$ cat config.mk
export PLATFORM = sky130hd
export DESIGN_NAME = ksa_word_sequencer
export DESIGN_NICKNAME = d
export VERILOG_FILES = /design/src/rtl/ksa_word_sequencer_pkg.sv /design/src/rtl/ksa_word_sequencer_slice_mux.sv /design/src/rtl/ksa_word_sequencer.sv
export SDC_FILE = /design/constraint.sdc
export NUM_CORES = 1
export LEC_CHECK = 0
export BUFFER_PORTS_ARGS = -buffer_cell sky130_fd_sc_hd__buf_4
export CAP_MARGIN = 20
export CORE_MARGIN = 8
export CORE_UTILIZATION = 40
export DETAILED_ROUTE_END_ITERATION = 10
export GPL_TIMING_DRIVEN = 0
export HOLD_SLACK_MARGIN = 0.02
export SLEW_MARGIN = 15
export SYNTH_ARGS = -nofsm -noshare
export SYNTH_HDL_FRONTEND = slang
export SYNTH_SLANG_ARGS = --single-unit
export TNS_END_PERCENT = 100
$ cat constraint.sdc
create_clock -name clk -period 2.3 [get_ports clk]
set_input_delay 0.23 -clock clk [delete_from_list [all_inputs] [get_ports clk]]
set_output_delay 0.23 -clock clk [all_outputs]
set_load 0.01 [all_outputs]
$ cat src/rtl/ksa_word_sequencer_pkg.sv
// ---------------------------------------------------------------------------
// ksa_word_sequencer_pkg
// Shared definitions for the byte-serial wide adder/subtractor sequencer.
//   BYTE_W    : width of one slice handled by the external 8-bit core
//   state_t   : sequencer state encoding (2'd3 is unused and recovers to IDLE)
//   idx_width : width of the byte index counter for a given slice count
// ---------------------------------------------------------------------------
package ksa_word_sequencer_pkg;

    localparam int BYTE_W = 8;

    typedef enum logic [1:0] {
        IDLE = 2'd0,
        RUN  = 2'd1,
        DONE = 2'd2
    } state_t;

    // Never narrower than one bit so a 2-slice build still has a counter.
    function automatic int idx_width(input int nbytes);
        return (nbytes <= 2) ? 1 : $clog2(nbytes);
    endfunction

endpackage

$ cat src/rtl/ksa_word_sequencer_slice_mux.sv
// ---------------------------------------------------------------------------
// ksa_word_sequencer_slice_mux
// Selects byte idx of the captured A and B words for the 8-bit core.
// Outputs are forced to zero when en is low so the core sees a quiet bus
// outside the RUN state.
//   a_word, b_word : captured operand words (B already conditioned for SUB)
//   idx            : byte index, 0 = least significant byte
//   en             : high while the sequencer is in RUN
//   slice_a/b      : selected bytes
// ---------------------------------------------------------------------------
module ksa_word_sequencer_slice_mux
    import ksa_word_sequencer_pkg::*;
#(
    parameter int NBYTES = 4,
    parameter int IDX_W  = 2
) (
    input  logic [BYTE_W*NBYTES-1:0] a_word,
    input  logic [BYTE_W*NBYTES-1:0] b_word,
    input  logic [IDX_W-1:0]         idx,
    input  logic                     en,
    output logic [BYTE_W-1:0]        slice_a,
    output logic [BYTE_W-1:0]        slice_b
);

    logic [BYTE_W-1:0] a_bytes [NBYTES];
    logic [BYTE_W-1:0] b_bytes [NBYTES];

    generate
        for (genvar gi = 0; gi < NBYTES; gi++) begin : g_split
            assign a_bytes[gi] = a_word[gi*BYTE_W +: BYTE_W];
            assign b_bytes[gi] = b_word[gi*BYTE_W +: BYTE_W];
        end
    endgenerate

    always_comb begin
        slice_a = '0;
        slice_b = '0;
        // Guard keeps non-power-of-two slice counts from reading past the end.
        if (en && (int'(idx) < NBYTES)) begin
            slice_a = a_bytes[idx];
            slice_b = b_bytes[idx];
        end
    end

endmodule

$ cat src/rtl/ksa_word_sequencer.sv
// ---------------------------------------------------------------------------
// ksa_word_sequencer
// Multi-cycle wide adder/subtractor. One WIDTH-bit operand pair is accepted
// per transaction and streamed LSB byte first through an external 8-bit
// lookahead adder core, chaining the carry from cycle to cycle. The full
// result, carry-out and signed overflow are held on a valid/ready output.
//
// Ports:
//   clk, rst_n          : clock (rising edge), asynchronous active-low reset
//   in_valid / in_ready : operand handshake (A, B, SUB, in_C)
//   ADD_A/ADD_B/ADD_CIN : inputs of the external 8-bit core (0 outside RUN)
//   ADD_S/ADD_COUT      : combinational sum/carry returned by the core
//   out_valid/out_ready : result handshake (S, out_C, OVF)
// ---------------------------------------------------------------------------
module ksa_word_sequencer
    import ksa_word_sequencer_pkg::*;
#(
    parameter int NBYTES = 4
) (
    input  logic                     clk,
    input  logic                     rst_n,
    input  logic                     in_valid,
    output logic                     in_ready,
    input  logic [BYTE_W*NBYTES-1:0] A,
    input  logic [BYTE_W*NBYTES-1:0] B,
    input  logic                     SUB,
    input  logic                     in_C,
    output logic [BYTE_W-1:0]        ADD_A,
    output logic [BYTE_W-1:0]        ADD_B,
    output logic                     ADD_CIN,
    input  logic [BYTE_W-1:0]        ADD_S,
    input  logic                     ADD_COUT,
    output logic                     out_valid,
    input  logic                     out_ready,
    output logic [BYTE_W*NBYTES-1:0] S,
    output logic                     out_C,
    output logic                     OVF
);

    localparam int W     = BYTE_W * NBYTES;
    localparam int IDX_W = idx_width(NBYTES);
    localparam logic [IDX_W-1:0] LAST_IDX = IDX_W'(NBYTES - 1);

    state_t           state_reg, state_next;
    logic [W-1:0]     a_reg, a_next;
    logic [W-1:0]     b_reg, b_next;
    logic [W-1:0]     s_reg, s_next;
    logic             carry_reg, carry_next;
    logic [IDX_W-1:0] idx_reg, idx_next;
    logic             out_c_reg, out_c_next;
    logic             ovf_reg, ovf_next;
    logic             run_active;

    assign run_active = (state_reg == RUN);

    // ------------------------------------------------------------------
    // Byte select towards the core
    // ------------------------------------------------------------------
    ksa_word_sequencer_slice_mux #(
        .NBYTES (NBYTES),
        .IDX_W  (IDX_W)
    ) u_slice_mux (
        .a_word  (a_reg),
        .b_word  (b_reg),
        .idx     (idx_reg),
        .en      (run_active),
        .slice_a (ADD_A),
        .slice_b (ADD_B)
    );

    assign ADD_CIN = run_active & carry_reg;

    // ------------------------------------------------------------------
    // State register and datapath registers
    // ------------------------------------------------------------------
    always_ff @(posedge clk or negedge rst_n) begin
        if (!rst_n) begin
            state_reg <= IDLE;
            a_reg     <= '0;
            b_reg     <= '0;
            s_reg     <= '0;
            carry_reg <= 1'b0;
            idx_reg   <= '0;
            out_c_reg <= 1'b0;
            ovf_reg   <= 1'b0;
        end else begin
            state_reg <= state_next;
            a_reg     <= a_next;
            b_reg     <= b_next;
            s_reg     <= s_next;
            carry_reg <= carry_next;
            idx_reg   <= idx_next;
            out_c_reg <= out_c_next;
            ovf_reg   <= ovf_next;
        end
    end

    // ------------------------------------------------------------------
    // Next-state and datapath logic
    // ------------------------------------------------------------------
    always_comb begin
        state_next = state_reg;
        a_next     = a_reg;
        b_next     = b_reg;
        s_next     = s_reg;
        carry_next = carry_reg;
        idx_next   = idx_reg;
        out_c_next = out_c_reg;
        ovf_next   = ovf_reg;

        case (state_reg)
            IDLE: begin
                if (in_valid) begin
                    a_next     = A;
                    // Subtraction is A + ~B + 1, so B is inverted once here
                    // and the +1 rides in as the initial carry.
                    b_next     = SUB ? ~B : B;
                    carry_next = SUB ? 1'b1 : in_C;
                    idx_next   = '0;
                    state_next = RUN;
                end
            end

            RUN: begin
                for (int i = 0; i < NBYTES; i++) begin
                    if (idx_reg == IDX_W'(i)) begin
                        s_next[i*BYTE_W +: BYTE_W] = ADD_S;
                    end
                end
                carry_next = ADD_COUT;
                if (idx_reg == LAST_IDX) begin
                    out_c_next = ADD_COUT;
                    // b_reg holds the effective addend, so its sign bit is the
                    // right one to compare for both add and subtract.
                    ovf_next   = (a_reg[W-1] == b_reg[W-1]) &&
                                 (ADD_S[BYTE_W-1] != a_reg[W-1]);
                    state_next = DONE;
                end else begin
                    idx_next = idx_reg + 1'b1;
                end
            end

            DONE: begin
                if (out_ready) begin
                    state_next = IDLE;
                end
            end

            default: begin
                state_next = IDLE;
            end
        endcase
    end

    // ------------------------------------------------------------------
    // Outputs
    // ------------------------------------------------------------------
    // in_ready is also qualified by rst_n so it is low for the whole reset.
    assign in_ready  = (state_reg == IDLE) && rst_n;
    assign out_valid = (state_reg == DONE);
    assign S         = s_reg;
    assign out_C     = out_c_reg;
    assign OVF       = ovf_reg;

endmodule

==> metrics.txt <==
# TYPE chip_impl_metric gauge
chip_impl_metric{name="route.detailed.vias_per_inst",unit=""} 4.99
chip_impl_info{name="critical_setup_path_kind",value="register to output pin"} 1
chip_impl_metric{name="setup_violations",unit=""} 0
chip_impl_metric{name="fin_skew",unit="ns"} 0.00524
chip_impl_info{name="highest_delay_cell_along_the_critical_path",value="sky130_fd_sc_hd__dfrtp_1"} 1
chip_impl_metric{name="grt-ovfl-total",unit=""} 0
chip_impl_metric{name="remaining_drc_errors",unit=""} 0
chip_impl_metric{name="finalCritPeriodShare",unit=""} 0.954
chip_impl_metric{name="number_of_nets_in_the_final_layout",unit=""} 574
chip_impl_metric{name="synth_cells",unit=""} 350
chip_impl_metric{name="synth-warning-count",unit=""} 0
chip_impl_metric{name="grt_pass1_wl",unit="um"} 19000
chip_impl_metric{name="htree_num_levels",unit=""} 3
chip_impl_metric{name="area_of_the_mapped_netlist",unit="sq um"} 4720
chip_impl_metric{name="r2r_setup_slack",unit="ns"} 0.33
chip_impl_metric{name="critical-path-max-stage-delay",unit="ns"} 0.36
chip_impl_metric{name="critical_path_peak_fanout",unit=""} 10
chip_impl_metric{name="finalHoldViolCount",unit=""} 7
chip_impl_info{name="cts_tree",value="yes"} 1
chip_impl_metric{name="power_per_cell_area",unit="nW/um^2"} 1450
chip_impl_metric{name="synth_cell_type_count",unit=""} 28
chip_impl_metric{name="number_of_antenna_violations_at_the_first_check_in_global_routing",unit=""} 0
chip_impl_metric{name="layout_filler_cell_count",unit=""} 996
chip_impl_metric{name="grt_max_degree",unit=""} 105
chip_impl_info{name="worstPathCellList",value="buf_2 -> buf_2 -> mux4_2 -> and2_1 -> buf_4"} 1
chip_impl_info{name="crit-reg2reg-capture",value="S[2]"} 1
chip_impl_info{name="crit_top_cell",value="sky130_fd_sc_hd__buf_2"} 1
chip_impl_metric{name="die_h",unit="um"} 125
chip_impl_metric{name="place_congestion",unit=""} 0.760
chip_impl_metric{name="leakagePower",unit="nW"} 2.78
chip_impl_metric{name="die_area",unit="sq um"} 15500
chip_impl_metric{name="postCtsSetupBuffers",unit=""} 0
chip_impl_metric{name="antenna-diode-count",unit=""} 0
chip_impl_metric{name="synthDominantCellAreaShare",unit=""} 0.546
chip_impl_info{name="synth_area_leader_cell",value="sky130_fd_sc_hd__dfrtp_1"} 1
chip_impl_info{name="run_status",value="finished with violations"} 1
chip_impl_metric{name="synth-seq-area-share",unit=""} 0.546
chip_impl_metric{name="ir_drop",unit="V"} 0.000886
chip_impl_metric{name="grt_usage",unit=""} 0.153
chip_impl_info{name="critPathCaptureType",value="output pin"} 1
chip_impl_metric{name="clock_insertion_delay_worst_skew",unit="ns"} 0.34
chip_impl_metric{name="timing.max_slew.rel_slack",unit=""} 0.360
chip_impl_metric{name="route.detailed.wl_per_inst",unit="um"} 18.3
chip_impl_metric{name="post_cts.resized_instances",unit=""} 0
chip_impl_metric{name="layout-drive-gt1-share",unit=""} 0.488
chip_impl_metric{name="multi_input_logic_area",unit="sq um"} 1990
chip_impl_metric{name="max_freq",unit="MHz"} 456
chip_impl_metric{name="postSynthAreaPerCell",unit="sq um"} 13.5
chip_impl_info{name="holdCritPathClass",value="input pin to async pin"} 1
chip_impl_metric{name="initial_core_util",unit=""} 0.412
chip_impl_metric{name="max-clock-path-buffers",unit=""} 2
chip_impl_metric{name="period_needed",unit="ns"} 2.20
chip_impl_metric{name="mapped_nets",unit=""} 433
chip_impl_metric{name="detailedRoute.firstIterationViolations",unit=""} 224
chip_impl_info{name="reg2reg_from",value="idx_reg[1]"} 1
chip_impl_metric{name="area.sequential",unit="sq um"} 2580
chip_impl_metric{name="yosys_register_bits",unit=""} 103
chip_impl_metric{name="placed_wire_length_estimate_after_detailed_placement",unit="um"} 8470
chip_impl_info{name="grt_setup_unrepaired",value="no"} 1
chip_impl_metric{name="ant_nets",unit=""} 0
chip_impl_metric{name="dpl_worst_slack",unit="ns"} 0.318
chip_impl_metric{name="first_global_vias",unit=""} 3524
chip_impl_metric{name="std_cell_rows",unit=""} 39
chip_impl_metric{name="ff2ff_path_depth",unit=""} 6
chip_impl_metric{name="max_cap_viol_count",unit=""} 0
chip_impl_metric{name="cts_buffers",unit=""} 9
chip_impl_metric{name="i_o_pins",unit=""} 132
chip_impl_metric{name="clk_pin_slew_worst_paths",unit="ns"} 0.06
chip_impl_metric{name="syn_to_final_growth",unit="%"} 31.9
chip_impl_metric{name="finalMaxSlewViolations",unit=""} 0
chip_impl_metric{name="detail_route.wirelength",unit="um"} 11700
chip_impl_metric{name="required",unit="ns"} 2.07
chip_impl_metric{name="num_vias",unit=""} 3191
chip_impl_info{name="clock-root-buffer",value="sky130_fd_sc_hd__clkbuf_16"} 1
chip_impl_metric{name="cp_data_arrival_time",unit="ns"} 1.97
chip_impl_metric{name="cts.hold.buffers_added",unit=""} 0
chip_impl_metric{name="port_buffers",unit=""} 130
chip_impl_info{name="failing_checks",value="hold timing"} 1
chip_impl_metric{name="floorplan.die.width",unit="um"} 125
chip_impl_info{name="synthTopCellsByArea",value="sky130_fd_sc_hd__dfrtp_1 55%, sky130_fd_sc_hd__mux2_2 15%, sky130_fd_sc_hd__xnor2_1 5.9%"} 1
chip_impl_metric{name="clock_sinks",unit=""} 103
chip_impl_metric{name="coreArea",unit="sq um"} 11500
chip_impl_metric{name="fin_ws",unit="ns"} 0.105
chip_impl_metric{name="worstMarginPinSlew",unit="ns"} 0.960
chip_impl_info{name="cp-start-kind",value="register"} 1
chip_impl_metric{name="hold_ws",unit="ns"} -0.0339
chip_impl_metric{name="setup_total_negative_slack",unit="ns"} 0
chip_impl_metric{name="detailedRoute.firstPassIterationCount",unit=""} 4
==> synth_stat cells <==
| master | count |
|---|---|
| sky130_fd_sc_hd__and2_1 | 17 |
| sky130_fd_sc_hd__mux4_2 | 7 |
| sky130_fd_sc_hd__buf_12 | 1 |
| sky130_fd_sc_hd__dfrtp_1 | 103 |
| sky130_fd_sc_hd__nand2_2 | 3 |
| sky130_fd_sc_hd__buf_2 | 14 |
| sky130_fd_sc_hd__nand2_1 | 1 |
| sky130_fd_sc_hd__clkbuf_1 | 1 |
| sky130_fd_sc_hd__ha_1 | 4 |
| sky130_fd_sc_hd__buf_4 | 4 |
| sky130_fd_sc_hd__nor2_1 | 36 |
| sky130_fd_sc_hd__mux2_2 | 65 |
| sky130_fd_sc_hd__and3b_1 | 1 |
| sky130_fd_sc_hd__o2bb2ai_1 | 1 |
| sky130_fd_sc_hd__mux4_1 | 9 |
| sky130_fd_sc_hd__or3_1 | 1 |
| sky130_fd_sc_hd__a211oi_1 | 1 |
| sky130_fd_sc_hd__and2b_2 | 1 |
| sky130_fd_sc_hd__o21ai_0 | 3 |
| sky130_fd_sc_hd__buf_6 | 2 |
| sky130_fd_sc_hd__nand3b_1 | 1 |
| sky130_fd_sc_hd__inv_1 | 3 |
| sky130_fd_sc_hd__xnor2_1 | 32 |
| sky130_fd_sc_hd__a21oi_1 | 33 |
| sky130_fd_sc_hd__nand2b_1 | 2 |
| sky130_fd_sc_hd__nor3_1 | 1 |
| sky130_fd_sc_hd__nor3b_1 | 2 |
| sky130_fd_sc_hd__o21bai_1 | 1 |
==> metrics by stage <==
| step | util | instance area [sq um] | cells | hold WS (ns) | total power, mW |
|---|---|---|---|---|---|
| after floorplan | - | 4720 | 350 | -0.0656 | 5.66 |
| after global placement | 0.513 | 5880 | 623 | 0.445 | 7.28 |
| after detailed placement | 0.513 | 5880 | 623 | 0.425 | 7.38 |
| after CTS | 0.543 | 6230 | 639 | 0.0564 | 9.16 |
| after global routing | 0.543 | 6230 | 639 | 0.0932 | 9.62 |
| final | 0.543 | 6230 | 639 | -0.0339 | 9.01 |
==> cell families after synthesis <==
logic type / Yosys count / synth area share
XOR/XNOR: 32 / 0.0593
AND/OR/NAND/NOR: 66 / 0.0694
flip-flops: 103 / 0.546
AO/OA/AOI/OAI: 39 / 0.0432
multiplexers: 81 / 0.238
adder cells (fa/ha/maj): 4 / 0.0106
buffers and inverters: 25 / 0.0334
==> metal layers <==
metal	routed length [um]	GRT usage
met1	5140	0.205
met2	5500	0.235
met3	922	0.0515
met4	115	0.0361
met5	0	0
==> worst max path at each step <==
stage                      start       end  cells after the start
detailed placement    idx_reg[1]      S[2]                      6
finish                idx_reg[1]  ADD_B[1]                      5
global route        state_reg[1]  ADD_B[1]                      5
floorplan             idx_reg[1]      S[0]                      6
CTS                   idx_reg[1]  ADD_A[3]                      5
global placement           rst_n  in_ready                      3
==> cell usage in the layout, fill, tap and decap left out, drive strengths merged, types with 4 or more instances in the layout <==
cell type	n
a21oi	33
and2	17
buf	151
clkbuf	12
dfrtp	103
ha	4
mux2	65
mux4	16
nand2	4
nor2	36
xnor2	32
==> where the power goes <==
| group | internal (mW) | total (mW) | switching [mW] |
|---|---|---|---|
| clock | 1.09 | 1.75 | 0.652 |
| sequential | 2.73 | 3.22 | 0.482 |
| combinational | 2.30 | 4.05 | 1.75 |
| total | 6.13 | 9.01 | 2.89 |
==> worst max-delay path, delay by kind of cell, from the launching register on <==
family | cells | cell delay, ns
buf+inv | 3 | 0.73
flops | 1 | 0.36
mux | 1 | 0.34
simple gates | 1 | 0.18
==> layout make-up <==
class	instances	share of cell area
plain buffers	22	0.0235
clock buffers	11	0.0390
clock inverters	5	0.0169
inverters	3	0.00181
multi-input cells	222	0.319
flip-flops and latches	103	0.414
well taps	143	0.0287
repair buffers	130	0.157
Note: power is estimated with default switching activity, not from simulation.
